`src/rtl/display_7seg_pkg.sv`:
```
// Shared constants and nibble-to-segment decode for the scanned 7-segment display.
// Segment patterns are packed a..g from MSB to LSB and are active-low.
package display_7seg_pkg;

   localparam logic [6:0] SEG_APAGADO = 7'b1111111;
   localparam logic [6:0] SEG_TRACO   = 7'b1111110;

   localparam logic [6:0] SEG_TABELA [16] = '{
      7'b0000001, 7'b1001111, 7'b0010010, 7'b0000110,
      7'b1001100, 7'b0100100, 7'b0100000, 7'b0001111,
      7'b0000000, 7'b0000100, 7'b0001000, 7'b1100000,
      7'b0110001, 7'b1000010, 7'b0110000, 7'b0111000
   };

   // A nibble with X/Z bits matches no entry and decodes to a dash.
   function automatic logic [6:0] seg_decode(input logic [3:0] nibble);
      logic [6:0] seg;
      seg = SEG_TRACO;
      for (int i = 0; i < 16; i++) begin
         if (nibble == 4'(i)) seg = SEG_TABELA[i];
      end
      return seg;
   endfunction

endpackage

```
`src/rtl/display_7seg_varredura_if.sv`:
```
// Connects the processor output register to the scanned 7-segment display driver.
// The master drives the value and strobes. The slave drives the segment and anode pins.
interface display_7seg_varredura_if #(
   parameter int unsigned DIGITOS = 4
);
   logic [4*DIGITOS-1:0] valor;
   logic                 carregar;
   logic                 apagar;
   logic [0:6]           saida;
   logic [DIGITOS-1:0]   anodos;
   logic                 varredura;

   modport master (
      output valor, carregar, apagar,
      input  saida, anodos, varredura
   );

   modport slave (
      input  valor, carregar, apagar,
      output saida, anodos, varredura
   );
endinterface

```
`src/rtl/display_7seg_varredura_decodificador.sv`:
```
// Combinational nibble-to-segment decoder shared by all scanned digits.
module decodificador_7seg
   import display_7seg_pkg::*;
(
   input  logic [3:0] nibble,
   output logic [6:0] seg
);
   assign seg = seg_decode(nibble);
endmodule

```
`src/rtl/display_7seg_varredura.sv`:
```
// Time-multiplexed common-anode 7-segment driver: buffers a hex word and scans one digit per tick.
// Define DISPLAY_ZERO_ESQ_EN to blank leading zero digits (digit 0 is always shown).
module display_7seg_varredura
   import display_7seg_pkg::*;
#(
   parameter int unsigned DIGITOS       = 4,
   parameter int unsigned DIV_VARREDURA = 50000
) (
   input  logic                     clock,
   input  logic                     reset,
   display_7seg_varredura_if.slave  bus
);
   localparam int unsigned CW = (DIV_VARREDURA > 1) ? $clog2(DIV_VARREDURA) : 1;
   localparam int unsigned IW = (DIGITOS > 1) ? $clog2(DIGITOS) : 1;

   logic [4*DIGITOS-1:0] buffer;
   logic [CW-1:0]        contador;
   logic [IW-1:0]        idx;
   logic                 tick;
   logic [3:0]           digitos_buf [DIGITOS];
   logic [3:0]           nibble;
   logic [6:0]           seg;
   logic                 suprimir;

   assign tick = (contador == CW'(DIV_VARREDURA - 1));

   always_comb begin
      for (int i = 0; i < int'(DIGITOS); i++) digitos_buf[i] = buffer[4*i +: 4];
   end

   assign nibble = digitos_buf[idx];

   decodificador_7seg u_dec (
      .nibble (nibble),
      .seg    (seg)
   );

`ifdef DISPLAY_ZERO_ESQ_EN
   logic [DIGITOS-1:0] zero_acima;

   // zero_acima[i]: digit i and every digit above it hold nibble 0.
   always_comb begin
      logic acc;
      acc        = 1'b1;
      zero_acima = '0;
      for (int i = int'(DIGITOS) - 1; i >= 0; i--) begin
         acc           = acc & (digitos_buf[i] == 4'h0);
         zero_acima[i] = acc;
      end
   end

   assign suprimir = (idx != '0) && zero_acima[idx];
`else
   assign suprimir = 1'b0;
`endif

   always_ff @(posedge clock) begin
      if (reset) begin
         buffer        <= '0;
         contador      <= '0;
         idx           <= '0;
         bus.saida     <= SEG_APAGADO;
         bus.anodos    <= '1;
         bus.varredura <= 1'b0;
      end else begin
         if (bus.carregar) buffer <= bus.valor;
         bus.varredura <= tick;
         contador      <= tick ? '0 : contador + CW'(1);
         // The tick decodes the buffer as it stood before this edge's load.
         if (tick) begin
            if (bus.apagar || suprimir) begin
               bus.saida  <= SEG_APAGADO;
               bus.anodos <= '1;
            end else begin
               bus.saida  <= seg;
               bus.anodos <= ~(DIGITOS'(1) << idx);
            end
            idx <= (idx == IW'(DIGITOS - 1)) ? '0 : idx + IW'(1);
         end
      end
   end

endmodule
```
`src/flat_wrapper.sv`:
```
// flat-port wrapper written by rule: the top's interface ports become plain ports
module display_7seg_varredura_flat import display_7seg_pkg::*;
#(
   parameter int unsigned DIGITOS       = 4,
   parameter int unsigned DIV_VARREDURA = 50000
)
  (clock, reset, bus_valor, bus_carregar, bus_apagar, bus_saida, bus_anodos, bus_varredura);
  display_7seg_varredura_if #(.DIGITOS(DIGITOS)) bus_i ();
  input  logic clock;
  input  logic reset;
  input wire logic [$bits(bus_i.valor)-1:0] bus_valor;
  input wire logic [$bits(bus_i.carregar)-1:0] bus_carregar;
  input wire logic [$bits(bus_i.apagar)-1:0] bus_apagar;
  output wire logic [$bits(bus_i.saida)-1:0] bus_saida;
  output wire logic [$bits(bus_i.anodos)-1:0] bus_anodos;
  output wire logic [$bits(bus_i.varredura)-1:0] bus_varredura;
  assign bus_i.valor = bus_valor;
  assign bus_i.carregar = bus_carregar;
  assign bus_i.apagar = bus_apagar;
  assign bus_saida = bus_i.saida;
  assign bus_anodos = bus_i.anodos;
  assign bus_varredura = bus_i.varredura;
  display_7seg_varredura #(.DIGITOS(DIGITOS), .DIV_VARREDURA(DIV_VARREDURA)) u_core (.clock(clock), .reset(reset), .bus(bus_i));
endmodule
```
`config.mk`:
```
export PLATFORM = sky130hd
export DESIGN_NAME = display_7seg_varredura_flat
export DESIGN_NICKNAME = d
export VERILOG_FILES = /design/src/rtl/display_7seg_pkg.sv /design/src/rtl/display_7seg_varredura_if.sv /design/src/rtl/display_7seg_varredura_decodificador.sv /design/src/rtl/display_7seg_varredura.sv /design/src/flat_wrapper.sv
export SDC_FILE = /design/constraint.sdc
export NUM_CORES = 1
export LEC_CHECK = 0
export CAP_MARGIN = 40
export CORE_MARGIN = 4
export CORE_UTILIZATION = 57
export CTS_CLUSTER_DIAMETER = 30
export DETAILED_ROUTE_END_ITERATION = 10
export GPL_TIMING_DRIVEN = 0
export PLACE_DENSITY = 0.95
export SETUP_SLACK_MARGIN = 0.02
export SYNTH_ARGS = -nofsm -noshare
export SYNTH_HDL_FRONTEND = slang
export SYNTH_SLANG_ARGS = --single-unit
export TNS_END_PERCENT = 5
```
`constraint.sdc`:
```
create_clock -name clock -period 3.86 [get_ports clock]
set_clock_uncertainty 0.2 [all_clocks]
set_input_delay 0.965 -clock clock [delete_from_list [all_inputs] [get_ports clock]]
set_output_delay 0.965 -clock clock [all_outputs]
set_load 0.05 [all_outputs]
```
# Word-level counts from Yosys, hierarchy flattened
# Index checks and enable logic that the tools add are counted.
dict set report totals {
  register_bits 46
  out_inout_bits 12
  wordCells 53
}
dict set report op_classes {
  add_sub_neg 2
  n_lt_le_gt_ge 1
  n_eq_ne 17
  shifts 1
  muxes 22
  n_bitwise 2
  reduce_logical 2
}
# op n
set ops {}
lappend ops {{$mux 7} 17}
lappend ops {{$eq 4x4->1 const B} 8}
lappend ops {{$add 16x1->16 const B} 1}
lappend ops {{$eq 16x16->1 const B} 1}
lappend ops {{$eq 4x3->1 const B} 4}
lappend ops {{$mux 4} 3}
lappend ops {{$bmux 4 s2} 1}
lappend ops {{$eq 4x2->1 const B} 2}
lappend ops {{$eq 4x1->1 const B} 1}
lappend ops {{$logic_not 4->1} 1}
lappend ops {{$not 4->4} 1}
lappend ops {{$shl 1x2->4 const A} 1}
lappend ops {{$ge 3x3->1 const B} 1}
lappend ops {{$not 2->3} 1}
lappend ops {{$add 2x1->2 const B} 1}
lappend ops {{$eq 2x2->1 const B} 1}
lappend ops {{$mux 2} 1}
lappend ops {{$reduce_or 2->1} 1}

# Depth between registers and ports, before layout
# Gate-level depths: netlist of the first run.
dict set report depth {
  ltp_word 22
  ltp_mapped 7
}

# Cells and area by module
# Synthesis of the first run repeated with hierarchy kept, for this count alone.
dict set report hier_totals {
  hier_cells 216
  area_unflattened_um2 2119.5
}
# module instances cells_per_inst area_per_inst_um2 seq_area_each_um2
set modules_own_cells {}
lappend modules_own_cells {display_7seg_varredura 1 181 1899.3 920.9}
lappend modules_own_cells {decodificador_7seg 1 35 220.2 0.0}

# Least setup slack after synthesis of the first run
# OpenSTA, ideal clock, no wires.
dict set report synth_timing {
  path_kind {input to register}
  from {input bus_carregar}
  to {register u_core.buffer[10]}
  setup_ps 128
  arrival_time_ps 2027
  required_ps 3532
  slack_ps 1506
  stages 4
  n_path_buf 2
  path_cell_list {clkbuf_1 clkbuf_1 mux2i_1 nor2_1}
}
# item line
set synth_rtl {}
lappend synth_rtl {{start, declared} flat_wrapper.sv:12} ;# input wire logic [$bits(bus_i.carregar)-1:0] bus_carregar;
lappend synth_rtl {{end signal, assigned} display_7seg_varredura.sv:66} ;# if (bus.carregar) buffer <= bus.valor;
lappend synth_rtl {{end, declared} display_7seg_varredura.sv:16} ;# logic [4*DIGITOS-1:0] buffer;

# Worst setup path after layout of the first run
dict set report layout_timing {
  from {register u_core.bus.anodos[2]}
  to {output bus_anodos[2]}
}
# item line
set layout_rtl {}
lappend layout_rtl {{start, declared} display_7seg_varredura_if.sv:20} ;# output saida, anodos, varredura
lappend layout_rtl {{start signal, assigned} display_7seg_varredura.sv:76} ;# bus.anodos <= ~(DIGITOS'(1) << idx);
lappend layout_rtl {{end, declared} flat_wrapper.sv:15} ;# output wire logic [$bits(bus_i.anodos)-1:0] bus_anodos;
# No word-level cell between the ends.

==> out/metrics.csv, run 1 <==
metric,value,unit
synth_top_area_cell,dfxtp_1,
tightest_slew,0.668,ns
setup_violations,0,
area_growth,20.9,%
synth-warning-count,0,
ff2ff_path_depth,7,
grt_max_degree,14,
place_congestion,0.852,
clk_pin_slew,0.13,ns
ios,32,
regToRegSetupSlack,1.33,ns
synth_top_area_share,45.1,%
power_switching,192,uW
period_share,70.0,%
hold_depth,1,
rsz0062_at_grt,no,
postCtsSetupRepairBufs,0,
root_buffer,clkbuf_4,
wl_per_cell,12.7,um
syn_area,2040,sq um
hold_viol,0,
viasPerCell,5.23,
cts_sinks,46,
tritoncts,done,
cp.arrival,1.54,ns
cp.depth,1,
reg2reg_from,u_core.idx[0],
chipWidth,67.9,um
combPwrFrac,9.4,%
critPathLaunch,u_core.bus.anodos[2],
timing.slew.headroom,55.5,%
grt_pass1_vias,1404,
cp.required,2.69,ns
crit_path_cell_trace,clkdlybuf4s50_1,
crit_path_end,bus_anodos[2],
drive_gt1_share,9.88,%
routed_wl,3790,um
dp.final_hpwl,2860,um
antenna_found_initial,0,
avgSynthCellArea,9.45,sq um
dr_total_vias,1564,
p_int,655,uW
critical-path-top-delay-family,buffers and inverters,
antennaDiodeCount,0,
drv_cap,0,
hold_ws,0.255,ns
setup_tns,0,ns
final_max_slew_viol_count,0,
antenna_left,0,
yosysSeqAreaShare,45.1,%
cts_buffers,5,
critPathLaunchType,flop,
p_sw_share,22.7,%
crit_fanout,2,
initial_core_util,60.2,%
die_height,67.9,um
status,"finished, final reports clean",
path_buf_inv,1,
path_class,flop to output pin,
vdd_drop_max,0.000280,V
final.min_clock_period,2.70,ns
first_pass_iters,4,
io_buffer_count,29,
rows,21,
first_iter_violations,113,
core_area,3390,sq um
fillers,250,
grt-ovfl-total,0,
rr_endpoint,u_core.bus.saida[6],
cp-end-kind,output pin,
htree_levels,2,
yosysUniqueCellTypes,39,
pwr-share-seq,58.4,%
p_clk_share,32.1,%
min-delay-path-class,flop to flop,
cts_hold_buf,0,
insertion_delay,0.37,ns
cts_buffer_depth,2,
crit_slowest_cell,clkdlybuf4s50_1,
nets,277,
max_stage_delay,0.81,ns
synthCells,216,
leakage,0.953,nW
fp.dieArea,4600,sq um
max_freq,370,MHz
power_density,343,nW/um^2
ys_ff_latch,46,
cts_resized,0,
track_usage,18.6,%
synth_area_leaders,"dfxtp_1 45%, nor2_1 8.5%, mux2i_1 7.8%",
syn_nets,241,
grt_pass1_wl,6280,um
drc,0,
## worst min-delay path by stage
stage | start | end
after global placement | u_core.contador[0] | u_core.contador[0]
after CTS | u_core.contador[0] | u_core.contador[0]
after floorplan | u_core.contador[0] | u_core.contador[0]
after detailed placement | u_core.contador[0] | u_core.contador[0]
after global routing | u_core.contador[0] | u_core.contador[0]
final | u_core.contador[0] | u_core.contador[0]
## worst register-to-register path, stage by stage, from the launching register on
cell	delay (ns)
dfxtp_1	0.39
clkbuf_1	0.35
mux4_2	0.61
buf_2	0.21
and3_1	0.20
nor2_1	0.10
nor2_1	0.06
o32a_1	0.32
## cell type report
cell class              count  area [sq um]  share of cell area [%]
clock buffers               8          78.8                    3.19
repair buffers             29           290                    11.8
inverters                   6          22.5                   0.912
plain buffers              12          83.8                    3.40
flip-flops and latches     46           921                    37.3
well taps                  46          57.6                    2.33
multi-input cells         152          1010                    41.1
## cell usage after synthesis, drive strengths merged
cell type,count
a21oi,8
a31oi,3
and2,1
and3,3
and4,1
buf,6
clkbuf,6
dfxtp,46
ha,5
inv,6
mux2i,16
mux4,4
nand2,13
nand3,6
nand4,3
nand4b,1
nor2,46
nor2b,2
nor3,5
nor4,1
o21a,2
o21ai,5
o21ba,1
o221ai,2
o22a,1
o22ai,1
o32a,1
or2b,1
or3,3
or4,1
or4b,1
xnor2,8
xor2,7
## state kept, by name, indices dropped and copies added, names as in the netlist
register              cells
u_core.bus.anodos         4
u_core.bus.saida          7
u_core.buffer            16
u_core.bus.varredura      1
u_core.contador          16
u_core.idx                2
## metrics by stage
step / instances / instance area [sq um] / util (%) / total power, mW / setup WS, ns
after detailed placement: 291 / 2390 / 70.5 / 0.585 / 1.31
final: 299 / 2470 / 72.8 / 0.847 / 1.16
after global routing: 299 / 2470 / 72.8 / 0.880 / 1.10
after global placement: 291 / 2390 / 70.5 / 0.582 / 1.33
after CTS: 299 / 2470 / 72.8 / 0.852 / 1.15
after floorplan: 216 / 2040 / - / 0.555 / 1.51
## layer usage
metal  part of all wire, %  up-vias  wire, um  track usage (%)
met4                   2.2        0        82             8.93
met2                    49       35      1840             30.9
met1                    45      713      1720             23.1
li1                      -      807         -                -
met5                     0        -         0                0
met3                   3.9        9       148             3.94
## logic make-up (layout without fill, tap and decap cells)
kind of cell               count (synthesis)  after routing  share of synthesized area [%]
AOI/OAI and AO/OA                         24             24                           7.41
xor gates and xnor gates                  15             15                           6.43
adders and majority gates                  5              5                           3.06
buffers and inverters                     18             55                           5.21
DFF                                       46             46                           45.1
muxes                                     20             20                           12.3
and+or+nand+nor                           88             88                           20.5
## cell usage in the layout (no fill, tap or decap), types with 4 or more instances in the layout
| cell | n |
|---|---|
| nand2_1 | 13 |
| a21oi_1 | 8 |
| o21ai_0 | 4 |
| ha_1 | 5 |
| dfxtp_1 | 46 |
| mux4_2 | 4 |
| nor3_1 | 4 |
| nor2_1 | 46 |
| clkbuf_1 | 5 |
| clkbuf_8 | 4 |
| clkbuf_4 | 5 |
| nand3_1 | 6 |
| xnor2_1 | 8 |
| xor2_1 | 7 |
| inv_1 | 6 |
| mux2i_1 | 16 |
| clkdlybuf4s50_1 | 29 |
## power groups by stage
| stage | sequential, mW | combinational, mW | clock [mW] |
|---|---|---|---|
| floorplan | 0.503 | 0.0528 | 0 |
| global placement | 0.504 | 0.0773 | 0 |
| detailed placement | 0.505 | 0.0794 | 0 |
| CTS | 0.495 | 0.0801 | 0.277 |
| global route | 0.496 | 0.0882 | 0.296 |
| finish | 0.495 | 0.0799 | 0.272 |
No activity file was read; power rests on OpenSTA's default activity.
==> run 2: changes to the inputs <==
--- a/config.mk
+++ b/config.mk
@@ -7,11 +7,11 @@
 export LEC_CHECK = 0
 export CAP_MARGIN = 40
 export CORE_MARGIN = 4
-export CORE_UTILIZATION = 57
+export CORE_UTILIZATION = 48
 export CTS_CLUSTER_DIAMETER = 30
 export DETAILED_ROUTE_END_ITERATION = 10
 export GPL_TIMING_DRIVEN = 0
-export PLACE_DENSITY = 0.95
+export PLACE_DENSITY = 0.86
 export SETUP_SLACK_MARGIN = 0.02
 export SYNTH_ARGS = -nofsm -noshare
 export SYNTH_HDL_FRONTEND = slang
==> constraint.sdc (replaced) <==
create_clock -name clock -period 2.4 [get_ports clock]
set_clock_uncertainty 0.2 [all_clocks]
set_input_delay 0.6 -clock clock [delete_from_list [all_inputs] [get_ports clock]]
set_output_delay 0.6 -clock clock [all_outputs]
set_load 0.05 [all_outputs]
==> out/metrics.csv, run 2 (synthesis results as in run 1) <==
metric,value,unit,change
initial_core_util,50.3,%,-9.9 points
path_class,flop to flop,,
final_max_slew_viol_count,0,,unchanged
cp-end-kind,flop,,
hold_ws,0.249,ns,-0.00588 ns
io_buffer_count,29,,unchanged
period_share,96.5,%,
htree_levels,2,,unchanged
critPathLaunch,u_core.contador[11],,
cp.required,2.40,ns,-0.29 ns
reg2reg_from,u_core.contador[11],,
hold_viol,0,,unchanged
vdd_drop_max,0.000282,V,+0.69%
power_density,543,nW/um^2,+58%
antenna_left,0,,unchanged
setup_tns,0,ns,unchanged
ios,32,,unchanged
tightest_slew,0.679,ns,+0.0111 ns
leakage,0.974,nW,+2.2%
antenna_found_initial,0,,unchanged
fin_util,62.1,%,-11 points
timing.slew.headroom,54.7,%,-0.74 points
drc,0,,unchanged
dp.final_hpwl,2930,um,+2.5%
chipWidth,73.2,um,+7.9%
combPwrFrac,9.5,%,about the same
grt-ovfl-total,0,,unchanged
crit_path_cell_trace,"or4b_1, or4_4, or2b_2, buf_6, buf_4, nor2_1",,
grt_pass1_vias,1558,,+11%
multi_input_area,1020,sq um,+0.25%
regArea,922,sq um,+0.14%
hold_depth,1,,unchanged
fillers,328,,+31%
first_pass_iters,4,,unchanged
clk_pin_slew,0.08,ns,-0.05 ns
power_switching,317,uW,+65%
p_sw_share,23.1,%,+0.46 points
insertion_delay,0.30,ns,-0.07 ns
cts_sinks,46,,unchanged
min-delay-path-class,flop to flop,,
core_area,4060,sq um,+20%
pwr-share-seq,58.1,%,-0.3 points
design_area,2520,sq um,+2.1%
final_common_cell,nor2_1,,
routed_wl,4130,um,+9.0%
drive_gt1_share,12.1,%,+2.2 points
first_iter_violations,110,,-2.7%
cts_buffers,5,,unchanged
regToRegSetupSlack,0.08,ns,-1.25 ns
viasPerCell,5.22,,-0.11%
max_freq,432,MHz,
track_usage,17.4,%,-1.2 points
rr_endpoint,u_core.contador[7],,
fp.dieArea,5360,sq um,+16%
cts_buffer_depth,2,,unchanged
dpl-instance-area,2390,sq um,+0.21%
cp.arrival,2.31,ns,+0.77 ns
place_congestion,0.807,,-5.3%
crit_fanout,10,,+8
antennaDiodeCount,0,,unchanged
largestRegisters,"u_core.buffer (16), u_core.contador (16), u_core.bus.saida (7)",,
ff2ff_path_depth,6,,-1
dr_total_vias,1604,,+2.6%
crit_slowest_cell,or4_4,,
p_int,1.05,mW,+61%
mostFrequentLayoutCells,"46 x nor2_1, 45 x dfxtp_1, 29 x clkdlybuf4s50_1",,
status,"finished, final reports clean",,
area_growth,23.4,%,
grt_pass1_wl,7130,um,+14%
die_height,73.2,um,+7.9%
critPathLaunchType,flop,,
rsz0062_at_grt,yes,,
nets,282,,+1.8%
root_buffer,clkbuf_8,,
crit_path_end,u_core.contador[7],,
max_stage_delay,0.58,ns,-0.23 ns
rows,23,,+9.5%
final.min_clock_period,2.32,ns,
setup_violations,0,,unchanged
wl_per_cell,13.4,um,+6.2%
cts_hold_buf,0,,unchanged
p_clk_share,32.5,%,+0.4 points
drv_cap,0,,unchanged
grt_max_degree,14,,unchanged
tritoncts,done,,
==> run 2: changes by cell type in the layout (fill, tap and decap cells not counted), sizes merged <==
cell,previous run,this run
clkbuf,14,11
buf,6,12
clkinvlp,0,1
==> run 2: cell type report <==
cell class,instances,area share (%)
Multi-Input combinational cell,152,40.4
Sequential cell,46,36.6
Timing Repair Buffer,34,13.0
Buffer,12,3.48
Clock buffer,6,2.88
Tap cell,50,2.48
Inverter,6,0.894
Clock inverter,1,0.298
==> run 2: power by group through the flow <==
stage          combinational, mW  sequential (mW)  clock, mW
3_5_place_dp               0.129            0.812          0
3_3_place_gp               0.126            0.811          0
4_1_cts                    0.129            0.795      0.459
6_report                   0.129            0.795      0.445
5_1_grt                    0.143            0.798      0.497
2_1_floorplan             0.0850            0.808          0
==> run 2: worst max-delay path: cells and delay by family (launching register included) <==
family	cells	cell delay [ns]
buf+inv	2	0.31
simple gates	4	1.35
flops	1	0.35
==> run 2: what timing repair did <==
action	CTS	global route
gates resized for setup	1	5
endpoints found under the setup margin	2	28
pin swaps	0	1
setup buffers	0	5
==> run 2: routing by layer <==
layer / wire, um / share of wire [%] / global-route usage, % / up-vias
met5: 0 / 0 / 0 / -
met4: 57 / 1.4 / 7.38 / 0
met3: 182 / 4.4 / 5.37 / 7
met2: 2070 / 50 / 28.8 / 29
met1: 1820 / 44 / 20.7 / 748
li1: - / - / - / 820
==> run 2: per-stage QoR <==
stage	worst slack (ns)	power, mW	instances
2_1_floorplan	0.122	0.893	216
5_1_grt	-0.0238	1.44	307
6_report	0.0845	1.37	307
3_3_place_gp	-0.0354	0.937	295
3_5_place_dp	-0.110	0.941	295
4_1_cts	0.0632	1.38	302
==> run 2: worst min path at each step <==
stage                       startpoint                  to  slack (ns)
floorplan           u_core.contador[0]  u_core.contador[0]        0.21
global route        u_core.contador[0]  u_core.contador[0]        0.28
finish              u_core.contador[0]  u_core.contador[0]        0.25
CTS                 u_core.contador[0]  u_core.contador[0]        0.25
global placement    u_core.contador[0]  u_core.contador[0]        0.22
detailed placement  u_core.contador[0]  u_core.contador[0]        0.24
==> run 3: changes to the inputs <==
--- a/config.mk
+++ b/config.mk
@@ -13,6 +13,7 @@
 export GPL_TIMING_DRIVEN = 0
 export PLACE_DENSITY = 0.86
 export SETUP_SLACK_MARGIN = 0.02
+export SLEW_MARGIN = 15
 export SYNTH_ARGS = -nofsm -noshare
 export SYNTH_HDL_FRONTEND = slang
 export SYNTH_SLANG_ARGS = --single-unit
==> results of run 3 <==
No change in the layout: final DEF, timing and power equal those of run 2.
